**src/rtl/calc_eval_core_if.sv**
```systemverilog
// Token and ALU bus for calc_eval_core.
//
// Handshake: a token transfers on a rising Clock edge where tok_valid and
// tok_ready are both high. The producer holds tok_kind/tok_op/tok_data
// stable while tok_valid is high. tok_ready never depends on tok_valid.
//
// ALU side: al_start pulses for one cycle with al_A/al_B/al_cmd valid.
// The operands stay stable until al_done is seen. al_done qualifies al_C
// for one cycle.
//
// Modports:
//   master - token producer plus external ALU (testbench / system side)
//   slave  - calc_eval_core
interface calc_eval_core_if #(
    parameter int DATA_W = 32
);
    logic              tok_valid;
    logic              tok_ready;
    logic [1:0]        tok_kind;
    logic [1:0]        tok_op;
    logic [DATA_W-1:0] tok_data;
    logic [DATA_W-1:0] al_A;
    logic [DATA_W-1:0] al_B;
    logic [1:0]        al_cmd;
    logic              al_start;
    logic              al_done;
    logic [DATA_W-1:0] al_C;

    modport master (
        output tok_valid, tok_kind, tok_op, tok_data, al_done, al_C,
        input  tok_ready, al_A, al_B, al_cmd, al_start
    );

    modport slave (
        input  tok_valid, tok_kind, tok_op, tok_data, al_done, al_C,
        output tok_ready, al_A, al_B, al_cmd, al_start
    );
endinterface

```
**src/rtl/calc_eval_core.sv**
```systemverilog
// RPN expression evaluator core: an operand stack fed by tokens, with
// binary operations delegated to an external ALU.
//
// Ports:
//   Clock, Reset - rising-edge clock, asynchronous active-low reset
//   bus          - token handshake and ALU bus (calc_eval_core_if.slave)
//   res_valid    - stack non-empty
//   res_data     - top of stack (0 when empty)
//   level        - stack occupancy
//   err          - 00 none, 01 overflow, 10 underflow, 11 div-by-zero/timeout
//   state_dbg    - current FSM state (IDLE/EXEC/WAIT)
module calc_eval_core #(
    parameter int DATA_W      = 32,
    parameter int DEPTH       = 8,
    parameter int ALU_TIMEOUT = 255
) (
    input  logic                     Clock,
    input  logic                     Reset,
    calc_eval_core_if.slave          bus,
    output logic                     res_valid,
    output logic [DATA_W-1:0]        res_data,
    output logic [$clog2(DEPTH):0]   level,
    output logic [1:0]               err,
    output logic [1:0]               state_dbg
);
    localparam int AW = $clog2(DEPTH);
    localparam int LW = AW + 1;
    localparam int TW = $clog2(ALU_TIMEOUT + 1);

    localparam logic [1:0] IDLE = 2'd0;
    localparam logic [1:0] EXEC = 2'd1;
    localparam logic [1:0] WAIT = 2'd2;

    localparam logic [1:0] K_NUM = 2'b00;
    localparam logic [1:0] K_OP  = 2'b01;
    localparam logic [1:0] K_NEG = 2'b10;
    localparam logic [1:0] K_CLR = 2'b11;

    localparam logic [1:0] E_NONE = 2'b00;
    localparam logic [1:0] E_OVF  = 2'b01;
    localparam logic [1:0] E_UNF  = 2'b10;
    localparam logic [1:0] E_ALU  = 2'b11;

    logic [1:0]        state;
    logic [TW-1:0]     wait_cnt;
    logic [DATA_W-1:0] stk [DEPTH];

    logic [LW-1:0]     lvl_m1;
    logic [LW-1:0]     lvl_m2;
    logic [AW-1:0]     top_idx;
    logic [AW-1:0]     sec_idx;
    logic [DATA_W-1:0] top_val;
    logic [DATA_W-1:0] sec_val;
    logic              accept;
    logic              full;
    logic              alu_busy;
    logic              wr_en;
    logic [AW-1:0]     wr_idx;
    logic [DATA_W-1:0] wr_data;

    assign lvl_m1  = level - LW'(1);
    assign lvl_m2  = level - LW'(2);
    assign top_idx = lvl_m1[AW-1:0];
    assign sec_idx = lvl_m2[AW-1:0];
    assign top_val = stk[top_idx];
    assign sec_val = stk[sec_idx];

    assign bus.tok_ready = (state == IDLE);
    assign bus.al_start  = (state == EXEC);
    assign accept        = bus.tok_valid && (state == IDLE);
    assign full          = (level == LW'(DEPTH));
    assign alu_busy      = (state == EXEC) || (state == WAIT);

    assign res_valid = (level != '0);
    assign res_data  = res_valid ? top_val : '0;
    assign state_dbg = state;

    // Stack write port: push, in-place negate, or ALU result. The three
    // sources are mutually exclusive because tokens are only taken in IDLE.
    always_comb begin
        wr_en   = 1'b0;
        wr_idx  = '0;
        wr_data = '0;
        if (accept && err == E_NONE && bus.tok_kind == K_NUM && !full) begin
            wr_en   = 1'b1;
            wr_idx  = level[AW-1:0];
            wr_data = bus.tok_data;
        end else if (accept && err == E_NONE && bus.tok_kind == K_NEG && res_valid) begin
            wr_en   = 1'b1;
            wr_idx  = top_idx;
            wr_data = '0 - top_val;
        end else if (alu_busy && bus.al_done) begin
            wr_en   = 1'b1;
            wr_idx  = sec_idx;
            wr_data = bus.al_C;
        end
    end

    // Stack storage carries no reset; entries above level are never visible.
    always_ff @(posedge Clock) begin
        if (wr_en) stk[wr_idx] <= wr_data;
    end

    always_ff @(posedge Clock or negedge Reset) begin
        if (!Reset) begin
            state      <= IDLE;
            level      <= '0;
            err        <= E_NONE;
            wait_cnt   <= '0;
            bus.al_cmd <= 2'b00;
            bus.al_A   <= '0;
            bus.al_B   <= '0;
        end else begin
            case (state)
                IDLE: begin
                    if (accept) begin
                        if (bus.tok_kind == K_CLR) begin
                            level <= '0;
                            err   <= E_NONE;
                        end else if (err == E_NONE) begin
                            case (bus.tok_kind)
                                K_NUM: begin
                                    if (full) err <= E_OVF;
                                    else      level <= level + LW'(1);
                                end
                                K_OP: begin
                                    if (level < LW'(2)) begin
                                        err <= E_UNF;
                                    end else if (bus.tok_op == 2'b11 && top_val == '0) begin
                                        err <= E_ALU;
                                    end else begin
                                        bus.al_cmd <= bus.tok_op;
                                        bus.al_A   <= sec_val;
                                        bus.al_B   <= top_val;
                                        state      <= EXEC;
                                    end
                                end
                                K_NEG: begin
                                    if (!res_valid) err <= E_UNF;
                                end
                                default: ;
                            endcase
                        end
                    end
                end
                EXEC: begin
                    wait_cnt <= '0;
                    if (bus.al_done) begin
                        level <= lvl_m1;
                        state <= IDLE;
                    end else begin
                        state <= WAIT;
                    end
                end
                WAIT: begin
                    // A done arriving on the final counted cycle still wins.
                    if (bus.al_done) begin
                        level    <= lvl_m1;
                        wait_cnt <= '0;
                        state    <= IDLE;
                    end else if (wait_cnt == TW'(ALU_TIMEOUT - 1)) begin
                        err      <= E_ALU;
                        wait_cnt <= '0;
                        state    <= IDLE;
                    end else begin
                        wait_cnt <= wait_cnt + TW'(1);
                    end
                end
                default: state <= IDLE;
            endcase
        end
    end
endmodule

```
**src/flat_wrapper.sv**
```systemverilog
// flat-port wrapper written by rule: the top's interface ports become plain ports
module calc_eval_core_flat 
#(
    parameter int DATA_W      = 32,
    parameter int DEPTH       = 8,
    parameter int ALU_TIMEOUT = 255
)
  (Clock, Reset, res_valid, res_data, level, err, state_dbg, bus_tok_valid, bus_tok_kind, bus_tok_op, bus_tok_data, bus_al_done, bus_al_C, bus_tok_ready, bus_al_A, bus_al_B, bus_al_cmd, bus_al_start);
  calc_eval_core_if #(.DATA_W(DATA_W)) bus_i ();
  input  logic Clock;
  input  logic Reset;
  output logic res_valid;
  output logic [DATA_W-1:0] res_data;
  output logic [$clog2(DEPTH):0] level;
  output logic [1:0] err;
  output logic [1:0] state_dbg;
  input wire logic [$bits(bus_i.tok_valid)-1:0] bus_tok_valid;
  input wire logic [$bits(bus_i.tok_kind)-1:0] bus_tok_kind;
  input wire logic [$bits(bus_i.tok_op)-1:0] bus_tok_op;
  input wire logic [$bits(bus_i.tok_data)-1:0] bus_tok_data;
  input wire logic [$bits(bus_i.al_done)-1:0] bus_al_done;
  input wire logic [$bits(bus_i.al_C)-1:0] bus_al_C;
  output wire logic [$bits(bus_i.tok_ready)-1:0] bus_tok_ready;
  output wire logic [$bits(bus_i.al_A)-1:0] bus_al_A;
  output wire logic [$bits(bus_i.al_B)-1:0] bus_al_B;
  output wire logic [$bits(bus_i.al_cmd)-1:0] bus_al_cmd;
  output wire logic [$bits(bus_i.al_start)-1:0] bus_al_start;
  assign bus_i.tok_valid = bus_tok_valid;
  assign bus_i.tok_kind = bus_tok_kind;
  assign bus_i.tok_op = bus_tok_op;
  assign bus_i.tok_data = bus_tok_data;
  assign bus_i.al_done = bus_al_done;
  assign bus_i.al_C = bus_al_C;
  assign bus_tok_ready = bus_i.tok_ready;
  assign bus_al_A = bus_i.al_A;
  assign bus_al_B = bus_i.al_B;
  assign bus_al_cmd = bus_i.al_cmd;
  assign bus_al_start = bus_i.al_start;
  calc_eval_core #(.DATA_W(DATA_W), .DEPTH(DEPTH), .ALU_TIMEOUT(ALU_TIMEOUT)) u_core (.Clock(Clock), .Reset(Reset), .bus(bus_i), .res_valid(res_valid), .res_data(res_data), .level(level), .err(err), .state_dbg(state_dbg));
endmodule
```
**config.mk**
```make
export PLATFORM = sky130hd
export DESIGN_NAME = calc_eval_core_flat
export DESIGN_NICKNAME = d
export VERILOG_FILES = /design/src/rtl/calc_eval_core_if.sv /design/src/rtl/calc_eval_core.sv /design/src/flat_wrapper.sv
export SDC_FILE = /design/constraint.sdc
export NUM_CORES = 1
export LEC_CHECK = 0
export ABC_AREA = 1
export BUFFER_PORTS_ARGS = -buffer_cell sky130_fd_sc_hd__buf_2
export CAP_MARGIN = 30
export CORE_UTILIZATION = 40
export CTS_BUF_LIST = sky130_fd_sc_hd__clkbuf_4 sky130_fd_sc_hd__clkbuf_8
export CTS_CLUSTER_SIZE = 14
export DETAILED_ROUTE_END_ITERATION = 8
export RECOVER_POWER = 50
export SYNTH_ARGS = -nofsm -noshare
export SYNTH_HDL_FRONTEND = slang
export SYNTH_SLANG_ARGS = --single-unit
```
**constraint.sdc**
```tcl
create_clock -name Clock -period 6.16 [get_ports Clock]
set_input_delay 0.616 -clock Clock [delete_from_list [all_inputs] [get_ports Clock]]
set_output_delay 0.616 -clock Clock [all_outputs]
set_load 0.03 [all_outputs]
```
==> reports/metrics.yaml <==
min_period_over_period_pct: 89.9
clkTransAtPathRegs_ns: 0.06
maxSlewHeadroom_pct: -42.4
drt_first_iter_violations: 1662
synth-edff-count: 256
postSynthRegisterBits: 338
syn-mean-instance-area_sq_um: 8.13
count_of_input_and_output_buffers: 180
globalRouteTotalUtil_pct: 24.6
die_w_microns: 215
final_cell_area_sq_um: 20600
grt_start_max_net_pins: 257
synth_top_area_share_pct: 42.3
initial_antenna_violation_count: 0
setup_viol_count_final: 0
hold_path_class: "input port to flip-flop"
route.detailed.wl_per_inst_microns: 19.2
synth_simple_gate_area_share_pct: 23.7
initial_core_utilization_pct: 40.9
finalCoreUtilization_pct: 46.2
finish.net_count: 2471
via_count: 16100
cp_cell_sequence: "buf_12 -> buf_4 -> nand2_1 -> nand3_1 -> nand2_1 -> o21ai_1 -> nand2_1 -> nor2_1 -> nand2_1 -> nor2_1 -> xor2_1 -> nand2_1 -> a21oi_1"
violated_checks: "max-capacitance violations, max-slew violations"
report.final.slew_viol_count: 93
cts-root-buf: "clkbuf_8"
dr.pass1.iters: 8
grt_setup_unrepaired: "no"
critPathMostFrequentCell: "nand2_1"
worst_r2r_path_depth: 13
seq_total_area_yosys_pct: 53.5
synth-xor-area-share_pct: 0.241
maxClockFrequency_mhz: 181
worstPathArrival_ns: 5.82
timing.final.crit_period_ns: 5.54
global_route_wire_length_before_repair_microns: 87400
depth_of_the_cts_h_tree: 2
cts_setup_buffers: 0
num_rows: 77
area_growth_pct: 13.1
slowest_cp_cell: "a21oi_1"
drcViolationCount: 0
syn_nets: 2324
gp_weighted_congestion: 0.983
min_delay_path_depth: 3
clock_tree_from_tritoncts: "built"
die_height_microns: 215
totalNegativeSetupSlack_ns: 0
num_io_pins: 181
grt_pass1_vias: 14800
post_route_clock_skew_ns: 0.0404
synth_cells: 2237
postPlaceCellArea_sq_um: 19600
ctsLongestPathBuffers: 3
cts_num_sinks: 338
synth_warnings: 0
post_synth_instance_area_sq_um: 18200
routed_via_density: 5.32
setup.worst_path.start_class: "flip-flop"
drive_gt1_share_pct: 10.2
floorplan.die_area_sq_um: 46300
synth_async_sr_flop_share_pct: 24.3
cts_made_buffers: 56
synth_compound_area_share_pct: 12.5
overflow: 0
cp_max_fo: 256
layout.filler_cells: 4416
yosys-mux-area-fraction_pct: 0
worst-setup-path-type: "flip-flop to flip-flop"
synth_top_cells_by_area: "edfxtp_1 42%, nand2_1 12%, dfrtp_1 11%"
clock_latency_reported_for_the_late_side_of_the_worst_skew_pair_ns: 0.66
detail_route.wirelength_microns: 58000
postRouteAntennaNets: 0
core_area_sq_um: 44500
synthDistinctLibCells: 41
synth_area_leader_cell: "edfxtp_1"
synth_flop_cell: "edfxtp_1"
synth_top_family_by_area: "simple AND/OR/NAND/NOR gates"
outcome: "complete, but fails checks"
finalHoldViolCount: 0
crit_required_ns: 6.44
max-cap-violations: 3
place_hpwl_microns: 37800
max_slew.worst_pin.slew_ns: 2.14
post_synth_fa_ha_maj_area_fraction_pct: 1.03
worst_setup_end_kind: "flip-flop"
max_stage_delay_ns: 0.84
## layout make-up
cell class                      instances  area (sq um)  share of cell area, %
Sequential cell                       338          9740                   47.4
Multi-Input combinational cell       1510          6860                   33.3
Timing Repair Buffer                  217          1100                   5.33
Clock buffer                           86          1060                   5.18
Inverter                              261           986                   4.79
Tap cell                              592           741                   3.60
Clock inverter                         16          76.3                  0.371
Antenna cell                            1          2.50                 0.0122
## routing by layer
| metal | vias to the layer above | wire length (microns) | GRT usage (%) |
|---|---|---|---|
| met4 | 0 | 1490 | 7.99 |
| met1 | 7564 | 25700 | 35.1 |
| li1 | 7668 | - | - |
| met5 | - | 0 | 0 |
| met3 | 99 | 5080 | 4.02 |
| met2 | 754 | 25700 | 38.2 |
## flip-flops by register name, summed over array words and instances (netlist names)
signal	count
u_core.bus.al_A	32
u_core.bus.al_B	32
u_core.bus.al_cmd	2
u_core.err	2
u_core.level	4
u_core.state_dbg	2
u_core.stk	256
u_core.wait_cnt	8
## kinds of logic (layout without fill, tap and decap cells)
logic type               count (synthesis)  count (layout)
XOR/XNOR                                 5               5
AND/OR/NAND/NOR                       1048            1048
adder cells (fa/ha/maj)                 15              15
buffers and inverters                  389             580
flip-flops                             338             338
AO/OA/AOI/OAI                          442             442
other                                    0               1
## layout by cell type (no fill, tap or decap), drive strengths merged
| cell type | n |
|---|---|
| nand2 | 599 |
| inv | 261 |
| edfxtp | 256 |
| o21ai | 241 |
| nand3 | 219 |
| nor2 | 217 |
| clkbuf | 192 |
| a21oi | 180 |
| buf | 110 |
| dfrtp | 82 |
| ha | 15 |
| clkinv | 15 |
| o211ai | 7 |
| o22ai | 7 |
| xor2 | 5 |
| nand4 | 5 |
| nor3 | 4 |
| a31oi | 3 |
| diode | 1 |
| nand3b | 1 |
| nor3b | 1 |
| or2 | 1 |
| o41ai | 1 |
| nor4 | 1 |
| a211oi | 1 |
| a31o | 1 |
| a22oi | 1 |
| clkinvlp | 1 |
| dlygate4sd3 | 1 |
## Yosys cell counts (4+ instances only)
library cell,count
a21oi_1,180
buf_2,43
buf_4,9
buf_6,10
clkbuf_1,63
dfrtp_1,82
edfxtp_1,256
ha_1,15
inv_1,252
inv_2,6
nand2_1,594
nand3_1,217
nand4_1,4
nor2_1,208
nor2_2,7
nor3_1,4
o211ai_1,7
o21ai_0,226
o21ai_1,12
o22ai_1,7
xor2_1,5
## per-stage QoR
| stage | instances | hold slack (ns) | setup WS, ns |
|---|---|---|---|
| 6_report | 3021 | 0.167 | 0.625 |
| 4_1_cts | 3019 | 0.120 | 0.865 |
| 2_1_floorplan | 2237 | 0.320 | 0.450 |
| 3_5_place_dp | 2916 | 0.460 | 0.899 |
| 3_3_place_gp | 2916 | 0.459 | 0.936 |
| 5_1_grt | 3020 | 0.158 | 0.240 |
## critical path: cells and delay by family (launching register included)
family                 cells  cell delay [ns]
buffers and inverters      2             1.25
AND/OR/NAND/NOR            8             1.39
flip-flops                 1             0.80
XOR/XNOR                   1             0.18
AO/OA/AOI/OAI              2             1.23
## repair_timing
action | CTS | global route
resized for setup | 0 | 0
hold buffers | 1 | 0
endpoints found under the setup margin | 0 | 0
hold endpoints to repair | 31 | 0
## path summary, 6_finish.rpt
| check | start | endpoint | slack (ns) |
|---|---|---|---|
| min in group asynchronous | Reset | u_core.wait_cnt[6]$_DFFE_PN0N_ | 1.12 |
| min | bus_tok_op[0] | u_core.bus.al_cmd[0]$_DFFE_PN0P_ | 0.17 |
| max in group asynchronous | Reset | u_core.level[0]$_DFFE_PN0P_ | 3.31 |
| min reg2reg | u_core.bus.al_A[26]$_DFFE_PN0P_ | u_core.bus.al_A[26]$_DFFE_PN0P_ | 0.48 |
| max reg2reg | u_core.level[0]$_DFFE_PN0P_ | u_core.stk[0][16]$_DFFE_PP_ | 0.62 |
| max | u_core.level[0]$_DFFE_PN0P_ | u_core.stk[0][16]$_DFFE_PP_ | 0.62 |
Power is not shown: default switching activity piles up to over one toggle a cycle in this logic, so the estimate is an artifact.
